`config.mk`:
```
export PLATFORM = sky130hd
export DESIGN_NAME = data_memory_responder_flat
export DESIGN_NICKNAME = d
export VERILOG_FILES = /design/src/rtl/data_memory_responder_if.sv /design/src/rtl/data_memory_responder.sv /design/src/flat_wrapper.sv
export SDC_FILE = /design/constraint.sdc
export NUM_CORES = 2
export LEC_CHECK = 0
export BUFFER_PORTS_ARGS = -buffer_cell sky130_fd_sc_hd__buf_2
export CORE_MARGIN = 2
export CORE_UTILIZATION = 55
export DETAILED_ROUTE_END_ITERATION = 10
export PLACE_DENSITY = 0.71
export SLEW_MARGIN = 5
export SYNTH_ARGS = -nofsm -noshare
export SYNTH_HDL_FRONTEND = slang
export SYNTH_SLANG_ARGS = --single-unit
```
`constraint.sdc`:
```
create_clock -name CLK -period 3.37 [get_ports CLK]
set_clock_uncertainty 0.15 [all_clocks]
set_input_delay 0.337 -clock CLK [delete_from_list [all_inputs] [get_ports CLK]]
set_output_delay 0.337 -clock CLK [all_outputs]
set_load 0.02 [all_outputs]
```
`src/rtl/data_memory_responder_if.sv`:
```
// CPU data-memory port bundle: request strobes and payload from the CPU,
// read data and stall back from the memory responder.
interface data_memory_responder_if;
  logic       READ;
  logic       WRITE;
  logic [7:0] ADDRESS;
  logic [7:0] WRITEDATA;
  logic [7:0] READDATA;
  logic       BUSYWAIT;

  modport master (
    output READ,
    output WRITE,
    output ADDRESS,
    output WRITEDATA,
    input  READDATA,
    input  BUSYWAIT
  );

  modport slave (
    input  READ,
    input  WRITE,
    input  ADDRESS,
    input  WRITEDATA,
    output READDATA,
    output BUSYWAIT
  );
endinterface

```
`src/rtl/data_memory_responder.sv`:
```
// Slow data memory: latches one READ/WRITE request, stalls the CPU via BUSYWAIT for
// LATENCY cycles, performs the access, then spends one DONE cycle ignoring strobes.
module data_memory_responder #(
  parameter int unsigned DEPTH   = 256,
  parameter int unsigned LATENCY = 5
) (
  input logic                    CLK,
  input logic                    RESET,
  data_memory_responder_if.slave bus
);

  localparam int unsigned AW = (DEPTH > 1) ? $clog2(DEPTH) : 1;

  typedef enum logic [1:0] {StIdle, StBusy, StDone} state_e;

  state_e         state_q, state_d;
  logic [3:0]     cnt_q, cnt_d;
  logic [AW-1:0]  addr_q, addr_d;
  logic [7:0]     wdata_q, wdata_d;
  logic           is_write_q, is_write_d;
  logic [7:0]     rdata_q, rdata_d;
  logic [7:0]     mem_q [DEPTH];
  logic           mem_we;
  logic           req;
  logic [AW-1:0]  req_idx;

  assign req     = bus.READ | bus.WRITE;
  // Addresses beyond the array wrap back into it.
  assign req_idx = AW'(32'(bus.ADDRESS) % DEPTH);

  always_comb begin
    state_d    = state_q;
    cnt_d      = cnt_q;
    addr_d     = addr_q;
    wdata_d    = wdata_q;
    is_write_d = is_write_q;
    rdata_d    = rdata_q;
    mem_we     = 1'b0;
    unique case (state_q)
      StIdle: begin
        if (req) begin
          state_d    = StBusy;
          cnt_d      = 4'(LATENCY - 1);
          addr_d     = req_idx;
          wdata_d    = bus.WRITEDATA;
          // READ and WRITE together resolve to a write.
          is_write_d = bus.WRITE;
        end
      end
      StBusy: begin
        if (cnt_q == 4'd0) begin
          state_d = StDone;
          if (is_write_q) begin
            mem_we = 1'b1;
          end else begin
            rdata_d = mem_q[addr_q];
          end
        end else begin
          cnt_d = cnt_q - 4'd1;
        end
      end
      StDone: begin
        state_d = StIdle;
      end
      default: begin
        state_d = StIdle;
      end
    endcase
  end

  always_ff @(posedge CLK or negedge RESET) begin
    if (!RESET) begin
      state_q    <= StIdle;
      cnt_q      <= 4'd0;
      addr_q     <= '0;
      wdata_q    <= 8'h00;
      is_write_q <= 1'b0;
      rdata_q    <= 8'h00;
    end else begin
      state_q    <= state_d;
      cnt_q      <= cnt_d;
      addr_q     <= addr_d;
      wdata_q    <= wdata_d;
      is_write_q <= is_write_d;
      rdata_q    <= rdata_d;
    end
  end

  always_ff @(posedge CLK or negedge RESET) begin
    if (!RESET) begin
      for (int i = 0; i < int'(DEPTH); i++) begin
        mem_q[i] <= 8'h00;
      end
    end else if (mem_we) begin
      mem_q[addr_q] <= wdata_q;
    end
  end

  // Idle term is combinational so the stall appears in the cycle the strobe rises.
  assign bus.BUSYWAIT = ((state_q == StIdle) && req) || (state_q == StBusy);
  assign bus.READDATA = rdata_q;

endmodule

```
`src/flat_wrapper.sv`:
```
// flat-port wrapper written by rule: the top's interface ports become plain ports
module data_memory_responder_flat 
#(
  parameter int unsigned DEPTH   = 256,
  parameter int unsigned LATENCY = 5
)
  (CLK, RESET, bus_READ, bus_WRITE, bus_ADDRESS, bus_WRITEDATA, bus_READDATA, bus_BUSYWAIT);
  data_memory_responder_if bus_i ();
  input logic CLK;
  input logic RESET;
  input wire logic [$bits(bus_i.READ)-1:0] bus_READ;
  input wire logic [$bits(bus_i.WRITE)-1:0] bus_WRITE;
  input wire logic [$bits(bus_i.ADDRESS)-1:0] bus_ADDRESS;
  input wire logic [$bits(bus_i.WRITEDATA)-1:0] bus_WRITEDATA;
  output wire logic [$bits(bus_i.READDATA)-1:0] bus_READDATA;
  output wire logic [$bits(bus_i.BUSYWAIT)-1:0] bus_BUSYWAIT;
  assign bus_i.READ = bus_READ;
  assign bus_i.WRITE = bus_WRITE;
  assign bus_i.ADDRESS = bus_ADDRESS;
  assign bus_i.WRITEDATA = bus_WRITEDATA;
  assign bus_READDATA = bus_i.READDATA;
  assign bus_BUSYWAIT = bus_i.BUSYWAIT;
  data_memory_responder #(.DEPTH(DEPTH), .LATENCY(LATENCY)) u_core (.CLK(CLK), .RESET(RESET), .bus(bus_i));
endmodule
```
# Yosys cells after proc, flatten, opt, wreduce, memory -nomap -nowiden
# Cells that the tools add are included.
dict set report op_classes {
  n_addsub 1
  n_lt_le_gt_ge 2
  n_eq_ne 4
  muxes 15
  n_bitwise 3
  reduce_logical 10
}
# op n
set op_table {}
lappend op_table {{2048-bit bitwise mux} 1}
lappend op_table {{8-bit binary-select mux with 8-bit select} 1}
lappend op_table {{8-bit demux with 8-bit select} 1}
lappend op_table {{8-bit two-way mux} 3}
lappend op_table {{9-bit >= comparator (second input constant)} 1}
lappend op_table {{9-bit by 1-bit < comparator with 1-bit output (second input constant)} 1}
lappend op_table {{8-bit NOT with 9-bit output} 1}
lappend op_table {{4-bit two-way mux} 2}
lappend op_table {{4-bit one-hot mux with 2 select lines} 1}
lappend op_table {{3-bit AND reduction} 2}
lappend op_table {{4-bit logical NOT} 1}
lappend op_table {{2-bit two-way mux} 2}
lappend op_table {{2-bit by 1-bit != test with 1-bit output (second input constant)} 2}
lappend op_table {{2-bit one-hot mux with 2 select lines} 1}
lappend op_table {{2-bit AND reduction} 2}
lappend op_table {{4-bit by 1-bit subtractor with 4-bit output (second input constant)} 1}
lappend op_table {{1-bit two-way mux} 3}
lappend op_table {{2-bit by 1-bit equality test with 1-bit output (second input constant)} 1}
lappend op_table {{1-bit logical AND} 2}
lappend op_table {{2-bit logical NOT} 1}
lappend op_table {{2-bit != test (second input constant)} 1}
lappend op_table {{2-bit nonzero test} 1}
lappend op_table {{1-bit logical OR} 1}
lappend op_table {{1-bit NOT} 1}
lappend op_table {{1-bit bitwise OR} 1}
dict set report word_totals {
  ff_bits 2079
  inputBits 20
  output_inout_bits 9
  word_cells 297
}

# Longest topological paths before layout
dict set report depth {
  depth_word 6
  depth_mapped 12
}

# Worst setup path before layout
# Ideal clock, no wire load.
dict set report synth_path {
  path_type {register -> register}
  startpoint {reg u_core.addr_q[0]}
  endpoint {reg u_core.rdata_q[1] (netlist: u_core.bus.READDATA[1])}
  setup_ns 0.126
  t_arrival_ns 2.366
  path_slack_ns 0.728
  path_stages_with_launch 9
  n_path_buf 3
  cell_sequence {dfrtp_1 -> buf_6 -> buf_6 -> buf_2 -> mux4_2 -> mux2_2 -> a31oi_1 -> o2111ai_1 -> o32a_1}
}
dict set report synth_between {
  elab_chain_cells 4
}
# item line_no
set synth_lines {}
lappend synth_lines {{start: declaration} data_memory_responder.sv:18} ;# logic [AW-1:0] addr_q, addr_d;
lappend synth_lines {{start signal: assignment} data_memory_responder.sv:82} ;# addr_q <= addr_d;
lappend synth_lines {{8-bit NOT with 9-bit output (implied by the code)} data_memory_responder.sv:56} ;# rdata_d = mem_q[addr_q];
lappend synth_lines {{8-bit binary-select mux with 8-bit select} data_memory_responder.sv:56}
lappend synth_lines {{8-bit two-way mux (implied by the code) (2 in series)} data_memory_responder.sv:56}
lappend synth_lines {{end signal: assignment} data_memory_responder.sv:85} ;# rdata_q <= rdata_d;
lappend synth_lines {{end: declaration} data_memory_responder.sv:21} ;# logic [7:0] rdata_q, rdata_d;
# No other way between the ends. The select of a mux whose other input is x is not followed.
# A chain may end at the register's enable or synchronous reset.

# Worst setup path in the final report
dict set report layout_path {
  startpoint {reg u_core.addr_q[1]}
  endpoint {reg u_core.rdata_q[1] (netlist: u_core.bus.READDATA[1])}
}
# The elaborated chain is that of the path after synthesis.

==> out/metrics.yaml <==
global_route:
  overflow: 0
  antenna_found_initial: 4
  grt_pass1_wl_um: 407000
  track_usage_pct: 31.3
  grt_pass1_vias: 59500
  grt_start_max_net_pins: 167
timing:
  fin_crit_ns: 3.37
  fin_ws_ns: -0.00356
  worst_pin_slew_ns: 1.20
  hold_viol_final: 0
  setup_viol: 1
  rsz0062_at_grt: "false"
  slew_headroom_pct: 19.8
  post-route-period-util_pct: 100
  slew_violations: 0
  max_freq_mhz: 296
floorplan:
  die_w_um: 421
  core_um2: 172000
  die-area_um2: 177000
  core.rowCount: 152
  pin_count: 29
  fp.dieH_um: 421
  initial_utilization_pct: 55.5
power:
  combPwrFrac_pct: 30.4
  power_mw: 73.7
  p_leak_nw: 51.3
  p_switching_mw: 26.6
  intPower_mw: 47.0
  clkPwrFrac_pct: 32.6
  p_sw_share_pct: 36.1
  p_seq_share_pct: 37.0
  ir_worst_vdd_uv: 512
  power_density_nw_per_um2: 678
logic_synthesis:
  synth_cells: 6155
  netlist_area_um2: 95500
  syn_nets: 6176
  yosys_most_used_dff: "dfrtp_1"
  yosysUniqueCellTypes: 70
  syn_area_per_cell_um2: 15.5
  synth-edff-count: 0
  synth_seq_cells: 2079
  yosysWarnings: 0
  synth-seq-area-share_pct: 54.5
  async_reset_ff_share_pct: 100
setup_path:
  cp_cell_sequence: "buf_12, inv_2, nand2_2, o221ai_1, nor3_1, buf_4, o22ai_1, nor3_1, o32a_1"
  rr_startpoint: "u_core.addr_q[1]$_DFFE_PN0P_"
  path_max_fanout: 17
  cp_num_buf_inv: 3
  rrSetupSlack_ns: -0.004
  r2r_end: "u_core.bus.READDATA[1]$_DFFE_PN0P_"
  critPathLaunchType: "register"
  arrival_ns: 4.01
  reg2reg_depth: 9
  crit_top_cell: "nor3_1"
  crit_start: "u_core.addr_q[1]$_DFFE_PN0P_"
  cp-end-kind: "register"
  cpPeakStageDelay_ns: 0.60
  critPathTopFamily: "simple AND/OR/NAND/NOR gates"
  crit_path_top_delay_cell: "dfrtp_4"
  cp.required_ns: 4.01
  criticalPathCategory: "register to register"
final_layout:
  fin_util_pct: 63.2
  final_cell_mix: "dfrtp_1, mux2_2, mux4_2, buf_4, clkbuf_16"
  synthToLayoutAreaGrowth_pct: 13.8
  drive_gt1_share_pct: 54.6
  nNetsFinal: 6464
  stdcell_area_um2: 109000
  final_cell_count_no_fill: 8923
  mostFrequentLayoutCell: "dfrtp_1"
clock_tree:
  cts_setup_buffers: 0
  cts_buffers: 210
  htree_levels: 4
  cts_buffer_depth: 3
  cts_tree: "built"
  cts_num_sinks: 2079
  clk_pin_slew_ns: 0.06
  cts-root-buf: "clkbuf_16"
  clock_latency_ns: 0.86
placement:
  port_buffers: 28
  dp_slack_ns: -0.415
  place_inst: 8504
  place_area_um2: 101000
  place_congestion: 0.941
  place_hpwl_um: 180000
flow_run:
  drv_cap: 0
routing:
  vias: 57500
  dr.pass1.iters: 5
  ant_nets: 0
  wl_um: 271000
  drc_errors: 0
  avgRoutedWirePerCell_um: 30.4
  avgViaCountPerCell: 6.44
  drt_iter0_markers: 5595
outcome:
  violations: "negative setup slack"
  status: "complete, but fails checks"
worst_hold_path:
  min_path_type: "input port to async pin"
## cell families (layout without fill, tap and decap cells)
kind of cell / after synthesis / count (layout) / share of synthesized area (%)
AOI/OAI and AO/OA: 319 / 319 / 2.36
xor gates and xnor gates: 1 / 1 / 0.00917
adders and majority gates: 1 / 1 / 0.0131
buffers and inverters: 465 / 920 / 2.35
DFF: 2079 / 2079 / 54.5
muxes: 2677 / 2677 / 36.8
other: 0 / 3 / 0
and+or+nand+nor: 613 / 613 / 3.99
## worst reg2reg max path: cells and delay by family (launching register included)
kind            cells  cell delay [ns]
buf+inv             3             0.61
flops               1             0.60
simple gates        3             1.44
compound gates      3             0.52
## sequential cells by signal (all words and copies together), names as in the netlist
| name | flops |
|---|---|
| u_core.wdata_q | 8 |
| u_core.bus.READDATA | 8 |
| u_core.cnt_q | 4 |
| u_core.mem_q | 2048 |
| u_core.addr_q | 8 |
| u_core.is_write_q | 1 |
| u_core.state_q | 2 |
## Yosys cell counts (18+ instances only)
master / instances / area (µm²)
nor2_2: 136 / 851
nor2b_1: 28 / 175
dfrtp_1: 2079 / 52000
o221ai_1: 18 / 158
a22oi_1: 43 / 323
mux2i_1: 153 / 1530
a211oi_1: 31 / 233
nor3_1: 25 / 125
a21oi_1: 27 / 135
mux4_2: 463 / 10400
clkbuf_1: 282 / 1060
o21ai_0: 21 / 105
buf_4: 45 / 338
o22a_1: 18 / 158
nand2_1: 143 / 537
mux2_1: 41 / 462
mux2_2: 2020 / 22700
buf_2: 93 / 465
buf_6: 28 / 315
nor2_1: 63 / 236
nor2_4: 99 / 1110
o22ai_1: 84 / 526
nand3_1: 47 / 235
## metal layers
metal,up-vias,part of all wire [%],GRT usage (%),wire length [µm]
met2,2047,45,47.3,123000
met5,-,0.0048,0,13
met1,31300,43,45.1,116000
li1,23600,-,-,-
met4,2,4.5,12.7,12300
met3,574,7.1,5.92,19300
## metrics by stage
| step | hold slack (ns) | setup TNS, ns |
|---|---|---|
| after floorplan | -0.109 | 0 |
| after global placement | 0.198 | -0.621 |
| after detailed placement | 0.198 | -0.572 |
| after CTS | 0.141 | 0 |
| after global routing | 0.172 | 0 |
| final | 0.182 | -0.00356 |
## power groups by stage
stage | clock network, mW | registers [mW] | logic [mW]
floorplan | 0 | 26.4 | 12.2
CTS | 24.4 | 27.2 | 21.9
finish | 24.0 | 27.3 | 22.4
detailed placement | 0 | 27.7 | 21.6
global placement | 0 | 27.6 | 21.5
global route | 25.4 | 27.3 | 23.1
## final cells by class
cell class	count	area [µm²]
diodes	3	7.51
flip-flops and latches	2079	52100
clock buffers	298	6070
inverters	7	26.3
repair buffers	534	5150
fillers	12500	63400
multi-input cells	3611	41400
well taps	2310	2890
clock inverters	81	1090
## how the worst max path moves through the flow
stage,endpoint,slack (ns),depth (start not counted)
3_5_place_dp,u_core.bus.READDATA[6]$_DFFE_PN0P_,-0.42,9
3_3_place_gp,u_core.bus.READDATA[6]$_DFFE_PN0P_,-0.42,9
4_1_cts,u_core.bus.READDATA[1]$_DFFE_PN0P_,0.04,10
6_report,u_core.bus.READDATA[1]$_DFFE_PN0P_,-0.004,9
2_1_floorplan,u_core.bus.READDATA[1]$_DFFE_PN0P_,0.73,8
5_1_grt,u_core.bus.READDATA[7]$_DFFE_PN0P_,0.001,8
## repair_timing
item                                     CTS  global route
hold buffers                              37             0
endpoints found under the setup margin     3             5
resized for setup                          5             6
cloned                                     0             0
hold endpoints to repair                1058             0
Note: power is estimated with default switching activity, not from simulation.
